`config.mk`:
```
export PLATFORM = sky130hd
export DESIGN_NAME = axil_cmd_master
export DESIGN_NICKNAME = d
export VERILOG_FILES = /design/src/rtl/axil_cmd_master.sv
export SDC_FILE = /design/constraint.sdc
export NUM_CORES = 1
export LEC_CHECK = 0
export BUFFER_PORTS_ARGS = -buffer_cell sky130_fd_sc_hd__buf_4
export CAP_MARGIN = 10
export CORE_ASPECT_RATIO = 1.25
export CORE_UTILIZATION = 47
export CTS_BUF_LIST = sky130_fd_sc_hd__clkbuf_4
export DETAILED_ROUTE_END_ITERATION = 12
export PLACE_DENSITY = 0.87
export RECOVER_POWER = 25
export SLEW_MARGIN = 5
export SYNTH_ARGS = -nofsm -noshare
export SYNTH_HDL_FRONTEND = slang
export SYNTH_SLANG_ARGS = --single-unit
```
`constraint.sdc`:
```
create_clock -name clk -period 3.9 [get_ports clk]
set_input_delay 0.585 -clock clk [delete_from_list [all_inputs] [get_ports clk]]
set_output_delay 0.585 -clock clk [all_outputs]
set_load 0.02 [all_outputs]
```
`src/rtl/axil_cmd_master.sv`:
```
// AXI4-Lite command master: turns 64-bit command words into single AXI4-Lite
// read or write transactions and returns {resp, rdata} on a response stream.
// Only one transaction is outstanding at any time.
module axil_cmd_master #(
    parameter int unsigned C_M_AXI_ADDR_WIDTH = 11,
    parameter int unsigned C_M_AXI_DATA_WIDTH = 32
) (
    input  logic                          clk,
    input  logic                          rst,

    input  logic [63:0]                   S_AXIS_CMD_TDATA,
    input  logic                          S_AXIS_CMD_TVALID,
    output logic                          S_AXIS_CMD_TREADY,

    output logic [33:0]                   M_AXIS_RSP_TDATA,
    output logic                          M_AXIS_RSP_TVALID,
    input  logic                          M_AXIS_RSP_TREADY,

    output logic [C_M_AXI_ADDR_WIDTH-1:0] M_AXI_AWADDR,
    output logic                          M_AXI_AWVALID,
    input  logic                          M_AXI_AWREADY,
    output logic [C_M_AXI_DATA_WIDTH-1:0] M_AXI_WDATA,
    output logic [3:0]                    M_AXI_WSTRB,
    output logic                          M_AXI_WVALID,
    input  logic                          M_AXI_WREADY,
    input  logic [1:0]                    M_AXI_BRESP,
    input  logic                          M_AXI_BVALID,
    output logic                          M_AXI_BREADY,

    output logic [C_M_AXI_ADDR_WIDTH-1:0] M_AXI_ARADDR,
    output logic                          M_AXI_ARVALID,
    input  logic                          M_AXI_ARREADY,
    input  logic [C_M_AXI_DATA_WIDTH-1:0] M_AXI_RDATA,
    input  logic [1:0]                    M_AXI_RRESP,
    input  logic                          M_AXI_RVALID,
    output logic                          M_AXI_RREADY,

    output logic [15:0]                   err_count
);

    localparam int unsigned AW = C_M_AXI_ADDR_WIDTH;
    localparam int unsigned DW = C_M_AXI_DATA_WIDTH;

    typedef enum logic [2:0] {
        StIdle,
        StWrite,
        StWresp,
        StRead,
        StRdata,
        StRsp
    } state_e;

    state_e          state_q, state_d;
    logic            cmd_ready_q, cmd_ready_d;
    logic            aw_done_q, aw_done_d;
    logic            w_done_q, w_done_d;
    logic [AW-1:0]   addr_q, addr_d;
    logic [DW-1:0]   wdata_q, wdata_d;
    logic [3:0]      wstrb_q, wstrb_d;
    logic            rnw_q, rnw_d;
    logic [33:0]     rsp_q, rsp_d;
    logic [15:0]     err_count_q, err_count_d;

    logic            cmd_fire;
    logic            aw_fire;
    logic            w_fire;
    logic            rsp_latch;

    // Only the decoded fields are used; the rest of the command word is ignored.
    logic unused_cmd_bits;
    assign unused_cmd_bits = ^S_AXIS_CMD_TDATA;

    // Handshake outputs are decoded from registered state only, so reset clears them at once.
    always_comb begin
        S_AXIS_CMD_TREADY = cmd_ready_q;
        M_AXI_AWVALID     = (state_q == StWrite) && !aw_done_q;
        M_AXI_WVALID      = (state_q == StWrite) && !w_done_q;
        M_AXI_BREADY      = (state_q == StWresp);
        M_AXI_ARVALID     = (state_q == StRead);
        M_AXI_RREADY      = (state_q == StRdata);
        M_AXIS_RSP_TVALID = (state_q == StRsp);
        M_AXI_AWADDR      = addr_q;
        M_AXI_ARADDR      = addr_q;
        M_AXI_WDATA       = wdata_q;
        M_AXI_WSTRB       = wstrb_q;
        M_AXIS_RSP_TDATA  = rsp_q;
        err_count         = err_count_q;
    end

    assign cmd_fire = S_AXIS_CMD_TVALID && cmd_ready_q;
    assign aw_fire  = M_AXI_AWVALID && M_AXI_AWREADY;
    assign w_fire   = M_AXI_WVALID && M_AXI_WREADY;

    // Next-state, command capture, response latch and error counting.
    always_comb begin
        state_d     = state_q;
        aw_done_d   = aw_done_q;
        w_done_d    = w_done_q;
        addr_d      = addr_q;
        wdata_d     = wdata_q;
        wstrb_d     = wstrb_q;
        rnw_d       = rnw_q;
        rsp_d       = rsp_q;
        err_count_d = err_count_q;
        rsp_latch   = 1'b0;

        unique case (state_q)
            StIdle: begin
                if (cmd_fire) begin
                    addr_d    = S_AXIS_CMD_TDATA[32 +: AW];
                    wdata_d   = S_AXIS_CMD_TDATA[DW-1:0];
                    wstrb_d   = S_AXIS_CMD_TDATA[59:56];
                    rnw_d     = S_AXIS_CMD_TDATA[63];
                    aw_done_d = 1'b0;
                    w_done_d  = 1'b0;
                    state_d   = S_AXIS_CMD_TDATA[63] ? StRead : StWrite;
                end
            end
            StWrite: begin
                // AW and W complete independently, in either order or together.
                if (aw_fire) aw_done_d = 1'b1;
                if (w_fire)  w_done_d  = 1'b1;
                if ((aw_done_q || aw_fire) && (w_done_q || w_fire)) begin
                    aw_done_d = 1'b0;
                    w_done_d  = 1'b0;
                    state_d   = StWresp;
                end
            end
            StWresp: begin
                if (M_AXI_BVALID) begin
                    rsp_latch = 1'b1;
                    state_d   = StRsp;
                end
            end
            StRead: begin
                if (M_AXI_ARREADY) state_d = StRdata;
            end
            StRdata: begin
                if (M_AXI_RVALID) begin
                    rsp_latch = 1'b1;
                    state_d   = StRsp;
                end
            end
            StRsp: begin
                if (M_AXIS_RSP_TREADY) state_d = StIdle;
            end
            default: state_d = StIdle;
        endcase

        if (rsp_latch) begin
            rsp_d = rnw_q ? {M_AXI_RRESP, M_AXI_RDATA} : {M_AXI_BRESP, {DW{1'b0}}};
            if ((rsp_d[33:32] != 2'b00) && (err_count_q != 16'hFFFF)) begin
                err_count_d = err_count_q + 16'd1;
            end
        end

        // Registered ready: low during reset, high on the first edge after it.
        cmd_ready_d = (state_d == StIdle);
    end

    // State and handshake-tracking registers.
    always_ff @(posedge clk or posedge rst) begin
        if (rst) begin
            state_q     <= StIdle;
            cmd_ready_q <= 1'b0;
            aw_done_q   <= 1'b0;
            w_done_q    <= 1'b0;
        end else begin
            state_q     <= state_d;
            cmd_ready_q <= cmd_ready_d;
            aw_done_q   <= aw_done_d;
            w_done_q    <= w_done_d;
        end
    end

    // Captured command fields, latched response and error counter.
    always_ff @(posedge clk or posedge rst) begin
        if (rst) begin
            addr_q      <= '0;
            wdata_q     <= '0;
            wstrb_q     <= '0;
            rnw_q       <= 1'b0;
            rsp_q       <= '0;
            err_count_q <= '0;
        end else begin
            addr_q      <= addr_d;
            wdata_q     <= wdata_d;
            wstrb_q     <= wstrb_d;
            rnw_q       <= rnw_d;
            rsp_q       <= rsp_d;
            err_count_q <= err_count_d;
        end
    end

endmodule

```
======== Yosys cells after proc, flatten, opt, wreduce, memory -nomap -nowiden ========
Cells that the tools add are included.
storage, ports and cells
  flip-flop bits (word level) ............. 104
  output and inout port bits .............. 115
  logic and storage cells ................. 58
cells by class
  add/subtract/negate cells ............... 1
  eq/ne operators ......................... 9
  mux-type cells .......................... 19
  reductions and logical operators ........ 19
operators with widths
  kind                                                                      count
  34-bit 2-to-1 mux                                                         1
  3-bit 2-to-1 mux                                                          6
  3-bit case mux with 6 select lines                                        1
  16-bit by 1-bit adder with 16-bit output (second input constant)          1
  16-bit inequality test (second input constant)                            1
  1-bit logical AND                                                         7
  1-bit 2-to-1 mux                                                          7
  3-bit by 2-bit == test with 1-bit output (second input constant)          2
  3-bit == test (second input constant)                                     2
  3-bit logical NOT                                                         2
  3-bit by 2-bit inequality test with 1-bit output (second input constant)  2
  1-bit case mux with 2 select lines                                        3
  3-bit AND reduction                                                       2
  2-bit AND reduction                                                       2
  2-bit nonzero test                                                        2
  3-bit by 1-bit == test with 1-bit output (second input constant)          1
  1-bit logical NOT                                                         2
  1-bit logical OR                                                          2
  2-bit 2-to-1 mux                                                          1
  2-bit inequality test (second input constant)                             1

======== Longest topological paths before layout ========
  depth after elaboration ................. 8
  gate-level depth with buffers ........... 7
  depth with buffers taken out ............ 6

======== Worst setup path before layout ========
OpenSTA, ideal clock, no wires.
  path type ............................... register -> register
  start ................................... reg err_count_q[0], in the netlist err_count[0]
  end ..................................... reg err_count_q[12], in the netlist err_count[12]
  arrival ................................. 1.831 ns
  required time ........................... 3.768 ns
  setup slack ............................. 1.937 ns
  cell stages (with the launch flop) ...... 7
  path through ............................ dfrtp_1 -> ha_1 -> and3_1 -> or3b_2 -> nor4_2 -> nand4_1 -> xnor2_1
on the way
  cells in the longest elaborated chain, start to end .. 3
  elaborated cells on any way between the ends .. 4
RTL lines
  what                                                                              RTL line  source
  start: declaration                                                                62        logic [15:0] err_count_q, err_count_d;
  start signal: assignment                                                          191       err_count_q <= err_count_d;
  branches (longest 3 deep; another with 16-bit by 1-bit adder with 16-bit output)  --
Parallel ways; which one is timed is not known.
A chain may end at the register's enable or synchronous reset.

======== Worst setup path in the final report ========
  start ................................... reg state_q[0]
  end ..................................... reg wdata_q[22], in the netlist M_AXI_WDATA[22]
on the way
  cells in the longest elaborated chain, start to end .. 2
RTL lines
  what                           RTL line  source
  start: declaration             53        state_e state_q, state_d;
  start signal: assignment       164       state_q <= StIdle;
  start signal: assignment       169       state_q <= state_d;
  3-bit logical NOT              107       unique case (state_q)
  2-bit AND reduction (no line)  --
  end signal: assignment         187       wdata_q <= wdata_d;
  end: declaration               58        logic [DW-1:0] wdata_q, wdata_d;
No other way between the ends.

==> qor.txt <==
Die Span Y -> 109 um
RSZ-0062 raised after global routing -> false
mapped cell area -> 4340 um^2
Yosys reg bits -> 104
Top FF cell, synth -> dfrtp_1
Area Growth Syn to Fin -> 39.5%
number of non-filler instances in the completed layout -> 695
# resized after CTS -> 0
Crit. End Element -> register
startpoint types -> register
drt wl/cell -> 15.1 um
Max-slew headroom -> 35.3%
first-pass GRT wire length -> 16100 um
post-synthesis async set-or-reset flop share -> 100%
gr usage total -> 22.0%
TNS Setup -> 0 ns
total global routing overflow -> 0
dpl cells -> 678
switching power -> 1.96 mW
Post-CTS Setup Bufs -> 0
Pins Over Slew Limit -> 0
most area-hungry cell type in the Yosys netlist -> dfrtp_1
H-tree Lvls -> 3
CTS Sinks -> 104
vias in the first global route -> 3441
die area -> 9620 um^2
clock group share of total power -> 10.2%
Synth area leaders -> dfrtp_1 60%, mux2_2 12%, nand2_1 6.3%
Synth Area per Inst -> 11.5 um^2
Final nets -> 679
Data arrival, critical path -> 2.76 ns
DRC Markers -> 0
Horiz. Die Dim -> 87.9 um
worst path required time -> 4.22 ns
fraction of layout cells with a size suffix above 1 -> 49.0%
clock latency on the worst-skew pair -> 0.43 ns
Worst-path clk slew -> 0.14 ns
vias post-DR -> 3468
Leak Pwr -> 2.98 nW
Std-Cell Core Area -> 8800 um^2
pin count of the biggest net entering global routing -> 81
antenna violations before repair -> 1
Final GP Congestion -> 0.796
cells after synthesis -> 378
PD cells -> 787 nW/um^2
slowest stage delay, CP -> 0.54 ns
number of synthesized flops with an enable pin -> 0
Critical Path, Cell by Cell -> nor2_1, nand3_1, nor2_4, buf_4, mux2_2
ANT nets after route -> 0
max-cap violations -> 0
count of cell types in the netlist -> 39
Worst Path Class, Setup -> register to register
sequential area share after synthesis -> 60.0%
Worst Tran Pin Value -> 0.971 ns
Max rail drop VDD -> 0.000500 V
drt first pass iters -> 4
Worst Skew -> 0.0125 ns
Min Clock Period, post-route -> 2.43 ns
initial core utilization -> 49.3%
final wirelength -> 10500 um
vias per std cell -> 4.99
Clk Tree Root Cell -> clkbuf_4
std cell rows -> 38
f_max -> 0.411 GHz
CP Max Fanout -> 28
top-count cell post-synth -> dfrtp_1
Tcrit/Tclk final -> 62.4%
Internal -> 2.80 mW
Iter 0 DRT Violations -> 147
synth cell count leaders -> 104 x dfrtp_1, 73 x nand2_1, 48 x mux2_2
status -> finished clean
num ports -> 224
top-area cell type share of the netlist area -> 60.0%
Ys Warns -> 0
CTS tree -> done
post-DP HPWL -> 7900 um
syn nets -> 488
Comb pwr share -> 51.1%
Slowest-stage cell, CP -> nor2_4
Worst Hold Class -> input port to asynchronous set/reset pin
Final Setup Violations -> 0
IO Port Bufs -> 207
Seq pwr share -> 38.7%
Fin. Hold Viols -> 0
CTS Buf Count -> 9
cts-stage hold buffer count -> 0
Longest Clk Path Bufs -> 2
Sw Share -> 41.2%
area by class of cell:
class | instances | area (um^2)
Clock inverter | 3 | 18.8
Antenna cell | 1 | 2.50
Multi-Input combinational cell | 236 | 1570
Sequential cell | 104 | 2600
Fill cell | 688 | 2750
Clock buffer | 13 | 97.6
Timing Repair Buffer | 211 | 1580
Tap cell | 120 | 150
Inverter | 7 | 28.8
worst max-delay path, delay by kind of cell (launching register included):
family | cells | cell delay (ns)
AND/OR/NAND/NOR | 3 | 0.97
flip-flops | 1 | 0.49
buffers and inverters | 1 | 0.46
multiplexers | 1 | 0.40
per-stage QoR:
step / worst slack (ns) / util (%) / instance area [um^2] / power (mW) / hold WS (ns)
global route: 1.29 / 68.8 / 6050 / 5.06 / 0.330
floorplan: 0.583 / - / 4340 / 3.29 / 0.560
global placement: 1.57 / 67.5 / 5930 / 4.22 / 0.466
CTS: 1.46 / 68.8 / 6050 / 4.81 / 0.331
detailed placement: 1.48 / 67.5 / 5930 / 4.33 / 0.472
finish: 1.47 / 68.8 / 6050 / 4.76 / 0.339
state kept, by name, indices dropped and copies added, names as in the netlist:
register,flops
M_AXIS_RSP_TDATA,34
M_AXI_WSTRB,4
S_AXIS_CMD_TREADY,1
M_AXI_WDATA,32
rnw_q,1
aw_done_q,1
state_q,3
w_done_q,1
err_count,16
M_AXI_ARADDR,11
final timing paths:
path                                                       start                          endpoint  slack [ns]  cells past startpoint
worst max-delay path                        state_q[0]$_DFF_PP0_       M_AXI_WDATA[22]$_DFFE_PP0P_        1.47                      5
worst min-delay path                                         rst      M_AXI_ARADDR[10]$_DFFE_PP0P_        0.34                      2
worst max register to register              state_q[0]$_DFF_PP0_       M_AXI_WDATA[22]$_DFFE_PP0P_        1.47                      5
worst min register to register  M_AXIS_RSP_TDATA[20]$_DFFE_PP0P_  M_AXIS_RSP_TDATA[20]$_DFFE_PP0P_        0.50                      2
max in group asynchronous                                    rst   M_AXIS_RSP_TDATA[8]$_DFFE_PP0P_        2.64                      3
min in group clk                            S_AXIS_CMD_TDATA[13]       M_AXI_WDATA[13]$_DFFE_PP0P_        0.37                      2
power by group through the flow:
stage	clock network, mW	registers, mW	logic, mW
2_1_floorplan	0	2.35	0.939
3_3_place_gp	0	1.84	2.39
3_5_place_dp	0	1.87	2.46
4_1_cts	0.502	1.85	2.46
5_1_grt	0.536	1.91	2.62
6_report	0.485	1.84	2.43
per-layer routing:
layer / share of wire (%) / vias up / global-route usage (%) / routed length (um)
met1: 38 / 1672 / 25.1 / 4020
met3: 6.7 / 9 / 4.35 / 702
met4: 1.4 / 0 / 10.1 / 143
met2: 54 / 135 / 39.4 / 5650
li1: - / 1652 / - / -
met5: 0 / - / 0 / 0
layout by cell type, fill, tap and decap left out, types with 6 or more instances in the layout:
| master | netlist | routed |
|---|---|---|
| xor2_1 | 7 | 7 |
| inv_1 | 7 | 6 |
| nor3_1 | 6 | 6 |
| buf_4 | 11 | 210 |
| o21ai_0 | 36 | 36 |
| nor2_1 | 11 | 10 |
| dfrtp_1 | 104 | 104 |
| mux2_2 | 48 | 47 |
| clkbuf_4 | 0 | 13 |
| xnor2_1 | 7 | 7 |
| nand2_1 | 73 | 73 |
kinds of logic after synthesis:
family	synth area share, %
buffers and inverters	4.36
AO/OA/AOI/OAI	5.60
AND/OR/NAND/NOR	13.8
XOR/XNOR	2.83
flip-flops	60.0
adder cells (fa/ha/maj)	0.288
multiplexers	13.2
Note: power is estimated with default switching activity, not from simulation.
